[src/rtl/mips_ctrl_pkg.sv]
// Shared encodings for the multi-cycle MIPS main control FSM: states, opcodes and datapath mux selects.
package mips_ctrl_pkg;

    typedef enum logic [3:0] {
        S_FETCH    = 4'd0,
        S_DECODE   = 4'd1,
        S_MEMADR   = 4'd2,
        S_MEMRD    = 4'd3,
        S_MEMWB    = 4'd4,
        S_MEMWR    = 4'd5,
        S_RTYPE_EX = 4'd6,
        S_RTYPE_WB = 4'd7,
        S_BEQ_EX   = 4'd8,
        S_ADDI_EX  = 4'd9,
        S_IMM_WB   = 4'd10,
        S_J_EX     = 4'd11,
        S_LOGI_EX  = 4'd12
    } state_t;

    localparam logic [5:0] OP_RTYPE = 6'b000000;
    localparam logic [5:0] OP_J     = 6'b000010;
    localparam logic [5:0] OP_BEQ   = 6'b000100;
    localparam logic [5:0] OP_ADDI  = 6'b001000;
    localparam logic [5:0] OP_ANDI  = 6'b001100;
    localparam logic [5:0] OP_ORI   = 6'b001101;
    localparam logic [5:0] OP_LW    = 6'b100011;
    localparam logic [5:0] OP_SW    = 6'b101011;

    localparam logic [1:0] ALUB_RT      = 2'b00;
    localparam logic [1:0] ALUB_FOUR    = 2'b01;
    localparam logic [1:0] ALUB_IMM     = 2'b10;
    localparam logic [1:0] ALUB_IMM_SH2 = 2'b11;

    localparam logic [1:0] ALUOP_ADD   = 2'b00;
    localparam logic [1:0] ALUOP_SUB   = 2'b01;
    localparam logic [1:0] ALUOP_FUNCT = 2'b10;
    localparam logic [1:0] ALUOP_LOGI  = 2'b11;

    localparam logic [1:0] PCSRC_ALU    = 2'b00;
    localparam logic [1:0] PCSRC_ALUOUT = 2'b01;
    localparam logic [1:0] PCSRC_JUMP   = 2'b10;

    typedef struct packed {
        logic       mem_req;
        logic       mem_we;
        logic       iord;
        logic       ir_we;
        logic       pc_we;
        logic       reg_we;
        logic       reg_dst;
        logic       mem_to_reg;
        logic       alusrc_a;
        logic [1:0] alusrc_b;
        logic [1:0] alu_op;
        logic [1:0] pc_src;
        logic       ext_sel;
    } ctrl_t;

endpackage

[src/rtl/mips_ctrl_decode.sv]
// Combinational state-to-control decoder for the multi-cycle MIPS FSM.
// LOGIC_IMM_EN adds the LOGI_EX decode (zero-extended immediate, logic ALU op).
module mips_ctrl_decode
    import mips_ctrl_pkg::*;
(
    input  state_t state,
    input  logic   mem_ready,
    input  logic   zero,
    output ctrl_t  ctrl
);

    always_comb begin
        ctrl = '0;
        case (state)
            S_FETCH: begin
                ctrl.mem_req  = 1'b1;
                ctrl.alusrc_b = ALUB_FOUR;
                ctrl.alu_op   = ALUOP_ADD;
                ctrl.pc_src   = PCSRC_ALU;
                ctrl.ir_we    = mem_ready;
                ctrl.pc_we    = mem_ready;
            end
            S_DECODE: begin
                ctrl.alusrc_b = ALUB_IMM_SH2;
                ctrl.alu_op   = ALUOP_ADD;
            end
            S_MEMADR: begin
                ctrl.alusrc_a = 1'b1;
                ctrl.alusrc_b = ALUB_IMM;
                ctrl.alu_op   = ALUOP_ADD;
            end
            S_MEMRD: begin
                ctrl.mem_req = 1'b1;
                ctrl.iord    = 1'b1;
            end
            S_MEMWB: begin
                ctrl.reg_we     = 1'b1;
                ctrl.mem_to_reg = 1'b1;
            end
            S_MEMWR: begin
                ctrl.mem_req = 1'b1;
                ctrl.mem_we  = 1'b1;
                ctrl.iord    = 1'b1;
            end
            S_RTYPE_EX: begin
                ctrl.alusrc_a = 1'b1;
                ctrl.alusrc_b = ALUB_RT;
                ctrl.alu_op   = ALUOP_FUNCT;
            end
            S_RTYPE_WB: begin
                ctrl.reg_we  = 1'b1;
                ctrl.reg_dst = 1'b1;
            end
            S_BEQ_EX: begin
                ctrl.alusrc_a = 1'b1;
                ctrl.alusrc_b = ALUB_RT;
                ctrl.alu_op   = ALUOP_SUB;
                ctrl.pc_src   = PCSRC_ALUOUT;
                ctrl.pc_we    = zero;
            end
            S_ADDI_EX: begin
                ctrl.alusrc_a = 1'b1;
                ctrl.alusrc_b = ALUB_IMM;
                ctrl.alu_op   = ALUOP_ADD;
            end
            S_IMM_WB: begin
                ctrl.reg_we = 1'b1;
            end
            S_J_EX: begin
                ctrl.pc_src = PCSRC_JUMP;
                ctrl.pc_we  = 1'b1;
            end
`ifdef LOGIC_IMM_EN
            S_LOGI_EX: begin
                ctrl.alusrc_a = 1'b1;
                ctrl.alusrc_b = ALUB_IMM;
                ctrl.ext_sel  = 1'b1;
                ctrl.alu_op   = ALUOP_LOGI;
            end
`endif
            default: ;
        endcase
    end

endmodule

[src/rtl/mips_multicycle_ctrl.sv]
// Main control FSM for the multi-cycle MIPS datapath with memory request/ready stalls.
// Build option LOGIC_IMM_EN enables andi/ori through LOGI_EX; otherwise they decode as illegal.
//
// state     | meaning
// FETCH     | read instruction at PC, PC += 4 when memory answers
// DECODE    | register read, branch target precompute, opcode dispatch
// MEMADR    | load/store effective address
// MEMRD     | load data read, waits on mem_ready
// MEMWB     | load data to rt
// MEMWR     | store data write, waits on mem_ready
// RTYPE_EX  | ALU op selected by funct
// RTYPE_WB  | ALU result to rd
// BEQ_EX    | compare, take branch on zero
// ADDI_EX   | rs + sign-extended immediate
// IMM_WB    | immediate-op result to rt
// J_EX      | jump target to PC
// LOGI_EX   | rs and/or zero-extended immediate
module mips_multicycle_ctrl
    import mips_ctrl_pkg::*;
#(
    parameter int CNT_W = 32
) (
    input  logic             clk,
    input  logic             reset,
    input  logic [5:0]       opcode,
    input  logic             zero,
    input  logic             mem_ready,
    output logic             mem_req,
    output logic             mem_we,
    output logic             iord,
    output logic             ir_we,
    output logic             pc_we,
    output logic             reg_we,
    output logic             reg_dst,
    output logic             mem_to_reg,
    output logic             alusrc_a,
    output logic [1:0]       alusrc_b,
    output logic [1:0]       alu_op,
    output logic [1:0]       pc_src,
    output logic             ext_sel,
    output logic             illegal,
    output logic [3:0]       state,
    output logic [CNT_W-1:0] instr_cnt
);

    state_t           state_q;
    state_t           state_d;
    ctrl_t            ctrl;
    logic             retire;
    logic             bad_op;
    logic             illegal_q;
    logic [CNT_W-1:0] cnt_q;

    always_ff @(posedge clk or posedge reset) begin
        if (reset) begin
            state_q <= S_FETCH;
        end else begin
            state_q <= state_d;
        end
    end

    always_comb begin
        state_d = state_q;
        case (state_q)
            S_FETCH:    if (mem_ready) state_d = S_DECODE;
            S_DECODE: begin
                case (opcode)
                    OP_LW, OP_SW: state_d = S_MEMADR;
                    OP_RTYPE:     state_d = S_RTYPE_EX;
                    OP_BEQ:       state_d = S_BEQ_EX;
                    OP_ADDI:      state_d = S_ADDI_EX;
                    OP_J:         state_d = S_J_EX;
`ifdef LOGIC_IMM_EN
                    OP_ANDI, OP_ORI: state_d = S_LOGI_EX;
`endif
                    default:      state_d = S_FETCH;
                endcase
            end
            S_MEMADR:   state_d = (opcode == OP_SW) ? S_MEMWR : S_MEMRD;
            S_MEMRD:    if (mem_ready) state_d = S_MEMWB;
            S_MEMWB:    state_d = S_FETCH;
            S_MEMWR:    if (mem_ready) state_d = S_FETCH;
            S_RTYPE_EX: state_d = S_RTYPE_WB;
            S_RTYPE_WB: state_d = S_FETCH;
            S_BEQ_EX:   state_d = S_FETCH;
            S_ADDI_EX:  state_d = S_IMM_WB;
            S_IMM_WB:   state_d = S_FETCH;
            S_J_EX:     state_d = S_FETCH;
`ifdef LOGIC_IMM_EN
            S_LOGI_EX:  state_d = S_IMM_WB;
`endif
            default:    state_d = S_FETCH;
        endcase
    end

    // DECODE falling straight back to FETCH is the only illegal-opcode path.
    assign bad_op = (state_q == S_DECODE) && (state_d == S_FETCH);
    assign retire = (state_q != S_FETCH) && (state_q != S_DECODE) && (state_d == S_FETCH);

    always_ff @(posedge clk or posedge reset) begin
        if (reset) begin
            cnt_q     <= '0;
            illegal_q <= 1'b0;
        end else begin
            illegal_q <= bad_op;
            if (retire) cnt_q <= cnt_q + CNT_W'(1);
        end
    end

    mips_ctrl_decode u_decode (
        .state     (state_q),
        .mem_ready (mem_ready),
        .zero      (zero),
        .ctrl      (ctrl)
    );

    // Reset parks the FSM in FETCH; keep the bus quiet until it is released.
    assign mem_req    = ctrl.mem_req & ~reset;
    assign ir_we      = ctrl.ir_we   & ~reset;
    assign pc_we      = ctrl.pc_we   & ~reset;
    assign mem_we     = ctrl.mem_we;
    assign iord       = ctrl.iord;
    assign reg_we     = ctrl.reg_we;
    assign reg_dst    = ctrl.reg_dst;
    assign mem_to_reg = ctrl.mem_to_reg;
    assign alusrc_a   = ctrl.alusrc_a;
    assign alusrc_b   = ctrl.alusrc_b;
    assign alu_op     = ctrl.alu_op;
    assign pc_src     = ctrl.pc_src;
    assign ext_sel    = ctrl.ext_sel;
    assign illegal    = illegal_q;
    assign state      = state_q;
    assign instr_cnt  = cnt_q;

endmodule

[config.mk]
export PLATFORM = sky130hd
export DESIGN_NAME = mips_multicycle_ctrl
export DESIGN_NICKNAME = d
export VERILOG_FILES = /design/src/rtl/mips_ctrl_pkg.sv /design/src/rtl/mips_ctrl_decode.sv /design/src/rtl/mips_multicycle_ctrl.sv
export SDC_FILE = /design/constraint.sdc
export NUM_CORES = 1
export LEC_CHECK = 0
export ABC_AREA = 1
export BUFFER_PORTS_ARGS = -buffer_cell sky130_fd_sc_hd__buf_4
export CORE_MARGIN = 10
export CORE_UTILIZATION = 30
export DETAILED_ROUTE_END_ITERATION = 16
export PLACE_DENSITY = 0.48
export SLEW_MARGIN = 0
export SYNTH_ARGS = -nofsm -noshare
export SYNTH_HDL_FRONTEND = slang
export SYNTH_SLANG_ARGS = --single-unit
[constraint.sdc]
create_clock -name clk -period 2.35 [get_ports clk]
set_clock_uncertainty 0.2 [all_clocks]
set_input_delay 0.5875 -clock clk [delete_from_list [all_inputs] [get_ports clk]]
set_output_delay 0.5875 -clock clk [all_outputs]
set_load 0.005 [all_outputs]
==> flow_summary.yaml, run 1 <==
run_status:
  status: "finished, final reports clean"
synthesis:
  synth_top_area_frac: 0.3396
  yosys.area.top_type: "dfrtp_1"
  synth-simple-area-share: 0.5296
  avgSynthCellArea_um2: 6.239
  yosys_warnings: 0
  synthAdderAreaFrac: 0.004589
  synth_common_cells: "185 x nand2_1, 79 x nor2_1, 37 x dfrtp_1, 35 x nand4_1, 23 x inv_1"
  ys_ff_latch: 37
  syn_inst: 437
  synth_edf_count: 0
  syn_area_um2: 2726
  synth-compound-area-share: 0.01698
  ys_seq_area_frac: 0.3396
  synth_area_leaders: "dfrtp_1 34%, nand2_1 25%, nor2_1 11%"
  synth-xor-area-share: 0.04497
  muxShareOfSynthArea: 0
  synth_top_family_by_area: "simple AND/OR/NAND/NOR gates"
  synth-async-reset-ratio: 1.000
  synth.most_common_cell: "nand2_1"
  synth.distinct_cells: 23
  ys.flop_type: "dfrtp_1"
  syn_nets: 448
clock_network:
  hold_buffers: 0
  htreeDepth: 2
  clock_sinks: 37
  cts_tree: "yes"
  cts_buffers: 5
  path_clk_slew_ns: 0.08
  clockRootBuffer: "clkbuf_8"
  clk_path_buf_depth: 2
  insertion_delay_ns: 0.29
sta:
  rsz0062_at_grt: "yes"
  period_share: 0.9593
  tns_ns: 0
  period_needed_ns: 2.254
  whs_ns: 0.2748
  fmax_mhz: 443.6
  finalSetupViolCount: 0
  hold_viol: 0
  drv_slew: 0
critical_path:
  reg2reg_from: "state[2]$_DFF_PP0_"
  cp.arrival_ns: 1.47
  crit_fanout: 6
  crit_required_ns: 1.56
  start_kind: "flip-flop"
  reg2reg_depth: 11
  startpoint: "state[3]$_DFF_PP0_"
  end_kind: "primary output"
  critPathKind: "flip-flop to primary output"
power:
  vdd.ir_drop.worst_mv: 0.3342
  pwr_density_cell_nw_per_um2: 776.3
  power_mw: 2.743
  p_leak_nw: 1.813
route:
  viasPerCell: 4.858
  drtIter0Drc: 134
  num_vias: 3002
  firstDrtPassIters: 4
  ant_nets: 0
  drc: 0
  wl_mm: 8.788
  wl_per_cell_um: 14.22
hold_path:
  hp-class: "input port to async pin"
finish:
  utilization: 0.4032
  stdcell_count: 618
  syn_to_final_growth_pct: 29.60
  drive_gt1_frac: 0.2020
  fillers: 958
  final_nets: 520
  diodes: 0
floorplan:
  core_area_um2: 8763
  placementRows: 34
  die_height_um: 115.3
  num_io_pins: 63
  die_width_um: 115.3
  die-area_um2: 13300
  initial_core_util: 0.3111
grt:
  grt_pass1_wl_mm: 14.59
  globalRouteTotalUtil: 0.1329
  grt_max_degree: 38
  antenna_found_initial: 0
  grt_pass1_vias: 2842
  gr-total-overflow: 0
place:
  io_buffers: 61
  dp_cells: 603
  hpwlAfterDp_mm: 6.613
  gp_congestion: 0.8569
run:
  max-cap-violations: 0
==> layout make-up <==
class                      instances  area, um^2  area share
timing repair buffer              78       635.6      0.1799
clock buffer                       5       68.82     0.01948
tap                              108       135.1     0.03824
inverter                          28       108.9     0.03081
sequential                        37       930.9      0.2635
multi-input combinational        359        1637      0.4632
clock inverter                     3       17.52    0.004958
==> logic make-up (layout without fill, tap and decap cells) <==
| group | Yosys count | after routing |
|---|---|---|
| compound gates | 7 | 7 |
| xor+xnor | 14 | 14 |
| fa+ha+maj | 1 | 1 |
| buf+inv | 41 | 114 |
| flops | 37 | 37 |
| other cells | 1 | 1 |
| simple gates | 336 | 336 |
==> where the power goes <==
group | switching, mW | leakage [nW] | internal, mW
clock | 0.245 | 0.0439 | 0.205
combinational | 0.893 | 1.27 | 0.613
sequential | 0.0876 | 0.504 | 0.699
==> stage by stage <==
stage               instance area (um^2)  worst slack, ns
finish                              3533          0.09553
detailed placement                  3369          0.05543
global placement                    3369          0.06994
floorplan                           2730           0.1699
CTS                                 3461          0.01381
global route                        3533         -0.02870
==> worst max-delay path: stages, from the launching register on <==
cell	delay (ns)
dfrtp_2	0.46
nor2_4	0.19
nand3_1	0.12
buf_4	0.15
nand3_1	0.07
nand2_1	0.05
inv_1	0.05
buf_4	0.10
==> placed cells by master, fill, tap and decap left out, drive strengths merged <==
master / netlist / final
xor2: 10 / 10
clkinvlp: 0 / 2
conb: 1 / 1
inv: 28 / 27
buf: 10 / 78
a21oi: 2 / 2
nand4: 35 / 35
clkinv: 0 / 2
or2: 1 / 1
nand3b: 13 / 13
nor2: 82 / 82
o21ai: 5 / 5
nand3: 19 / 19
xnor2: 4 / 4
clkbuf: 3 / 5
dfrtp: 37 / 37
nand2: 186 / 186
ha: 1 / 1
==> sequential cells by signal, summed over array words and instances, names as in the netlist <==
signal     cells
instr_cnt     32
state          4
illegal        1
==> layer usage <==
layer,vias to the layer above,wire length [um],global-route usage
li1,1542,-,-
met1,1380,4083,0.1731
met2,78,4028,0.2162
met3,2,637,0.03333
met4,0,39,0.02888
met5,-,0,0
==> repair_timing <==
action	4_1_cts	5_1_grt
gates resized for setup	1	5
pin swaps	0	1
setup endpoints to repair	1	35
gates cloned	0	0
setup buffers	0	7
==> final timing paths <==
check / end / slack [ns]
worst min-delay path: instr_cnt[3]$_DFFE_PP0P_ / 0.27
worst max register to register: instr_cnt[23]$_DFFE_PP0P_ / 0.32
min in group clk: instr_cnt[31]$_DFFE_PP0P_ / 0.35
worst max-delay path: pc_we / 0.1
worst min register to register: instr_cnt[31]$_DFFE_PP0P_ / 0.35
max in group asynchronous: state[3]$_DFF_PP0_ / 1.31
Note: power is estimated with default switching activity, not from simulation.
==> run 2: changes to the inputs <==
--- a/config.mk
+++ b/config.mk
@@ -14,4 +14,5 @@
 export SLEW_MARGIN = 0
 export SYNTH_ARGS = -nofsm -noshare
 export SYNTH_HDL_FRONTEND = slang
+export SYNTH_HIERARCHICAL = 1
 export SYNTH_SLANG_ARGS = --single-unit
==> flow_summary.yaml, run 2 <==
run_status:
  status: "finished, final reports clean"
route:
  drc: 0
  wl_per_cell_um: 13.89
  firstDrtPassIters: 4
  drtIter0Drc: 179
  ant_nets: 0
  viasPerCell: 4.641
  num_vias: 3063
  wl_mm: 9.168
sta:
  hold_viol: 0
  tns_ns: 0
  fmax_mhz: 455.6
  period_share: 0.9340
  finalSetupViolCount: 0
  rsz0062_at_grt: "no"
  period_needed_ns: 2.195
  drv_slew: 0
  finalWorstSetupSlack_ns: 0.1551
clock_network:
  cts_buffers: 5
  htreeDepth: 2
  clk_path_buf_depth: 2
  clockRootBuffer: "clkbuf_8"
  clock_sinks: 37
  path_clk_slew_ns: 0.08
  insertion_delay_ns: 0.30
  cts_tree: "yes"
synthesis:
  synth.most_common_cell: "nand2_1"
  yosys.area.top_type: "dfrtp_1"
  avgSynthCellArea_um2: 6.305
  synth-async-reset-ratio: 1.000
  yosys_warnings: 6
  syn_nets: 474
  synth_edf_count: 0
  syn_inst: 463
  synth_common_cells: "192 x nand2_1, 78 x nor2_1, 37 x dfrtp_1, 33 x nand4_1, 30 x inv_1"
  synth-compound-area-share: 0.01672
  ys.flop_type: "dfrtp_1"
  synth.distinct_cells: 26
  muxShareOfSynthArea: 0
  syn_area_um2: 2919
  ys_ff_latch: 37
  synthAdderAreaFrac: 0.004286
  ys_seq_area_frac: 0.3172
  synth_area_leaders: "dfrtp_1 32%, nand2_1 25%, nor2_1 10%"
  synth-xor-area-share: 0.04501
  synth-simple-area-share: 0.5354
  synth_top_area_frac: 0.3172
  synth_top_family_by_area: "simple AND/OR/NAND/NOR gates"
critical_path:
  crit_required_ns: 1.56
  crit_fanout: 8
  reg2reg_depth: 10
  end_kind: "primary output"
  cp.arrival_ns: 1.41
  start_kind: "flip-flop"
  r2r_end: "instr_cnt[29]$_DFFE_PP0P_"
  reg2reg_from: "state[2]$_DFF_PP0_"
  critPathKind: "flip-flop to primary output"
  reg2reg_slack_ns: 0.30
floorplan:
  die_width_um: 118.6
  placementRows: 35
  core_area_um2: 9371
  die_height_um: 118.6
  initial_core_util: 0.3115
  num_io_pins: 63
  die-area_um2: 14080
grt:
  gr-total-overflow: 0
  grt_max_degree: 38
  grt_pass1_vias: 3036
  grt_pass1_wl_mm: 15.35
  globalRouteTotalUtil: 0.1265
  antenna_found_initial: 0
finish:
  most-common-layout-cells: "192 x nand2_1, 78 x nor2_1, 74 x buf_4"
  largest_register_ff_count: 32
  final_nets: 541
  diodes: 0
  final_area_um2: 3654
  syn_to_final_growth_pct: 25.16
  fillers: 1048
  final_common_cell: "nand2_1"
  utilization: 0.3899
  drive_gt1_frac: 0.2090
run:
  max-cap-violations: 0
place:
  pre_cts_ws_ns: 0.08141
  hpwlAfterDp_mm: 7.110
  io_buffers: 61
  gp_congestion: 0.8706
  placedInstanceArea_um2: 3515
power:
  p_leak_nw: 1.909
  pwr_density_cell_nw_per_um2: 628.0
  vdd.ir_drop.worst_mv: 0.3166
  power_mw: 2.294
hold_path:
  hp-class: "input port to async pin"
run 2: logic make-up after synthesis:
| logic type | Yosys count |
|---|---|
| AOI/OAI and AO/OA | 7 |
| xor gates and xnor gates | 15 |
| adders and majority gates | 1 |
| buffers and inverters | 50 |
| DFF | 37 |
| other | 1 |
| and+or+nand+nor | 352 |
run 2: per-layer routing:
layer	track usage	routed length, um	vias to the layer above	share of wire
met4	0.02290	58	0	0.0063
li1	-	-	1596	-
met5	0	0	-	0
met1	0.1730	4615	1373	0.50
met3	0.02951	535	8	0.058
met2	0.1988	3959	86	0.43
run 2: repair_timing:
| action | CTS | global route |
|---|---|---|
| resized for setup | 0 | 6 |
| hold endpoints to repair | 0 | 0 |
| hold buffers | 0 | 0 |
| setup endpoints to repair | 0 | 35 |
| buffers inserted | 0 | 3 |
run 2: worst max-delay path: stages (launching register included):
cell and delay (ns):
dfrtp_2 0.50, inv_2 0.10, nor2_4 0.13, nand2_1 0.08
nand3_1 0.09, inv_1 0.04, nor2_1 0.08, buf_4 0.11
run 2: layout make-up:
type / instances / area [um^2] / share of cell area
clock inverters: 1 / 5.005 / 0.001370
multi-input cells: 376 / 1769 / 0.4842
clock buffers: 7 / 96.34 / 0.02637
inverters: 36 / 135.1 / 0.03699
well taps: 129 / 161.4 / 0.04418
flip-flops and latches: 37 / 930.9 / 0.2548
repair buffers: 74 / 555.5 / 0.1521
run 2: stage by stage:
stage                     hold slack (ns)  std cells
after floorplan                    0.2967        463
after global placement             0.3193        649
after detailed placement           0.3297        649
after CTS                          0.2472        657
after global routing               0.2859        660
final                              0.2365        660
run 2: how the worst max path moves through the flow:
stage / slack (ns) / to / from
after floorplan: 0.50 / instr_cnt[4]$_DFFE_PP0P_ / opcode[3]
after global placement: 0.12 / instr_cnt[12]$_DFFE_PP0P_ / opcode[3]
after detailed placement: 0.08 / instr_cnt[24]$_DFFE_PP0P_ / opcode[3]
after CTS: 0.009 / pc_we / state[2]$_DFF_PP0_
after global routing: 0.002 / pc_we / state[3]$_DFF_PP0_
final: 0.16 / pc_we / state[3]$_DFF_PP0_
run 2: power by group:
part           switching [mW]  internal, mW
Combinational           0.629         0.367
Clock                   0.241         0.266
Sequential             0.0998         0.691
Total                   0.970          1.32
==> run 3: changes to the inputs <==
--- a/config.mk
+++ b/config.mk
@@ -7,9 +7,9 @@
 export LEC_CHECK = 0
 export ABC_AREA = 1
 export BUFFER_PORTS_ARGS = -buffer_cell sky130_fd_sc_hd__buf_4
-export CORE_MARGIN = 10
 export CORE_UTILIZATION = 30
 export DETAILED_ROUTE_END_ITERATION = 16
+export HOLD_SLACK_MARGIN = 0.12
 export PLACE_DENSITY = 0.48
 export SLEW_MARGIN = 0
 export SYNTH_ARGS = -nofsm -noshare
==> flow_summary.yaml, run 3 (synthesized netlist as in run 2, its figures left out) <==
route:
  drtIter0Drc: 165
  ant_nets: 0
  wl_met3_um: 453
  wl_per_cell_um: 13.07
  firstDrtPassIters: 4
  dr.max_layer_used: "met4"
  route.met2.wl_mm: 3.782
  viasPerCell: 4.666
  wl_mm: 8.572
  num_vias: 3061
  drc: 0
  wl_met1_mm: 4.269
power:
  p_seq_frac: 0.354
  combPwrFrac: 0.438
  p_leak_nw: 1.879
  swShare: 0.4260
  power_mw: 2.222
  power_frac_clock: 0.208
  vdd.ir_drop.worst_mv: 0.2843
  pwr_density_cell_nw_per_um2: 616.2
  p_int_mw: 1.275
  netSwitchingPower_mw: 0.9464
finish:
  multiInputGateArea_um2: 1759
  final_common_cell: "nand2_1"
  final_area_um2: 3606
  diodes: 0
  syn_to_final_growth_pct: 23.53
  drive_gt1_frac: 0.2011
  seqCellArea_um2: 930.9
  final_nets: 538
  largest_register_ff_count: 32
  most-common-layout-cells: "192 x nand2_1, 78 x nor2_1, 71 x buf_4"
  fillers: 1016
  stdcell_count: 656
floorplan:
  placementRows: 35
  core_area_um2: 9328
  die-area_um2: 10130
  die_height_um: 100.6
  initial_core_util: 0.3129
  num_io_pins: 63
  die_width_um: 100.6
critical_path:
  start_kind: "flip-flop"
  crit_fanout: 10
  reg2reg_slack_ns: 0.26
  critPathKind: "flip-flop to primary output"
  reg2reg_from: "state[1]$_DFF_PP0_"
  r2r_end: "instr_cnt[4]$_DFFE_PP0P_"
  crit_end: "pc_we"
  end_kind: "primary output"
  reg2reg_depth: 10
  startpoint: "state[2]$_DFF_PP0_"
  cp.arrival_ns: 1.42
  crit_required_ns: 1.56
clock_network:
  cts_buffers: 5
  clk_path_buf_depth: 2
  clockRootBuffer: "clkbuf_8"
  cts_tree: "yes"
  insertion_delay_ns: 0.28
  hold_buffers: 0
  clock_sinks: 37
  htreeDepth: 2
  path_clk_slew_ns: 0.07
sta:
  finalSetupViolCount: 0
  tns_ns: 0
  hold_viol: 0
  period_share: 0.9383
  rsz0062_at_grt: "no"
  finalWorstSetupSlack_ns: 0.1450
  period_needed_ns: 2.205
  drv_slew: 0
  fmax_mhz: 453.5
run_status:
  status: "finished, final reports clean"
grt:
  grt_pass1_vias: 2897
  antenna_found_initial: 0
  globalRouteTotalUtil: 0.1806
  gr-total-overflow: 0
  grt_max_degree: 38
  grt_pass1_wl_mm: 14.46
place:
  placedInstanceArea_um2: 3515
  dp_cells: 649
  pre_cts_ws_ns: 0.07253
  gp_congestion: 0.8696
  hpwlAfterDp_mm: 6.460
  io_buffers: 61
hold_path:
  hp-class: "input port to async pin"
run:
  max-cap-violations: 0
==> run 3: cell count changes in the layout (fill, tap and decap cells not counted), sizes merged <==
| cell | delta |
|---|---|
| buf | -3 |
| clkinv | -1 |
==> run 3: final cells by class <==
cell class,instances,area share
clock buffers,7,0.02394
inverters,36,0.03747
multi-input cells,376,0.4879
flip-flops and latches,37,0.2582
well taps,129,0.04476
repair buffers,71,0.1478
==> run 3: power by group through the flow <==
stage               combinational, mW  clock, mW  sequential [mW]
finish                          0.973      0.463            0.786
detailed placement              0.976          0            0.797
global placement                0.972          0            0.794
global route                     1.09      0.504            0.798
floorplan                       0.660          0            0.783
CTS                             0.980      0.479            0.784
==> run 3: routing by layer <==
layer	up-vias	GRT usage
li1	1589	-
met3	7	0.02843
met2	79	0.2950
met5	-	0
met1	1386	0.2537
met4	0	0.03344
==> run 3: worst min-delay path by stage <==
stage,from,endpoint,slack (ns),depth (start not counted)
after detailed placement,instr_cnt[31]$_DFFE_PP0P_,instr_cnt[31]$_DFFE_PP0P_,0.32,2
after global placement,instr_cnt[31]$_DFFE_PP0P_,instr_cnt[31]$_DFFE_PP0P_,0.32,2
after global routing,reset,instr_cnt[19]$_DFFE_PP0P_,0.30,3
after CTS,reset,instr_cnt[20]$_DFFE_PP0P_,0.26,3
final,reset,instr_cnt[19]$_DFFE_PP0P_,0.25,3
after floorplan,instr_cnt[31]$_DFFE_PP0P_,instr_cnt[31]$_DFFE_PP0P_,0.30,2
==> run 3: per-stage QoR <==
stage	utilization	hold WS [ns]
floorplan	-	0.2967
global placement	0.3768	0.3240
detailed placement	0.3768	0.3159
CTS	0.3861	0.2571
global route	0.3866	0.2977
finish	0.3866	0.2466
==> run 3: timing repair <==
item / in CTS / in global routing
setup endpoints to repair: 0 / 35
gates resized for setup: 0 / 4
setup buffers: 0 / 0
==> run 3: critical path, cell delays in order (launching register included) <==
cell and delay, ns:
dfrtp_2 0.51, nor2_2 0.18, nand3_1 0.12, nand3_1 0.10, inv_1 0.04, nor2_1 0.07, buf_4 0.11
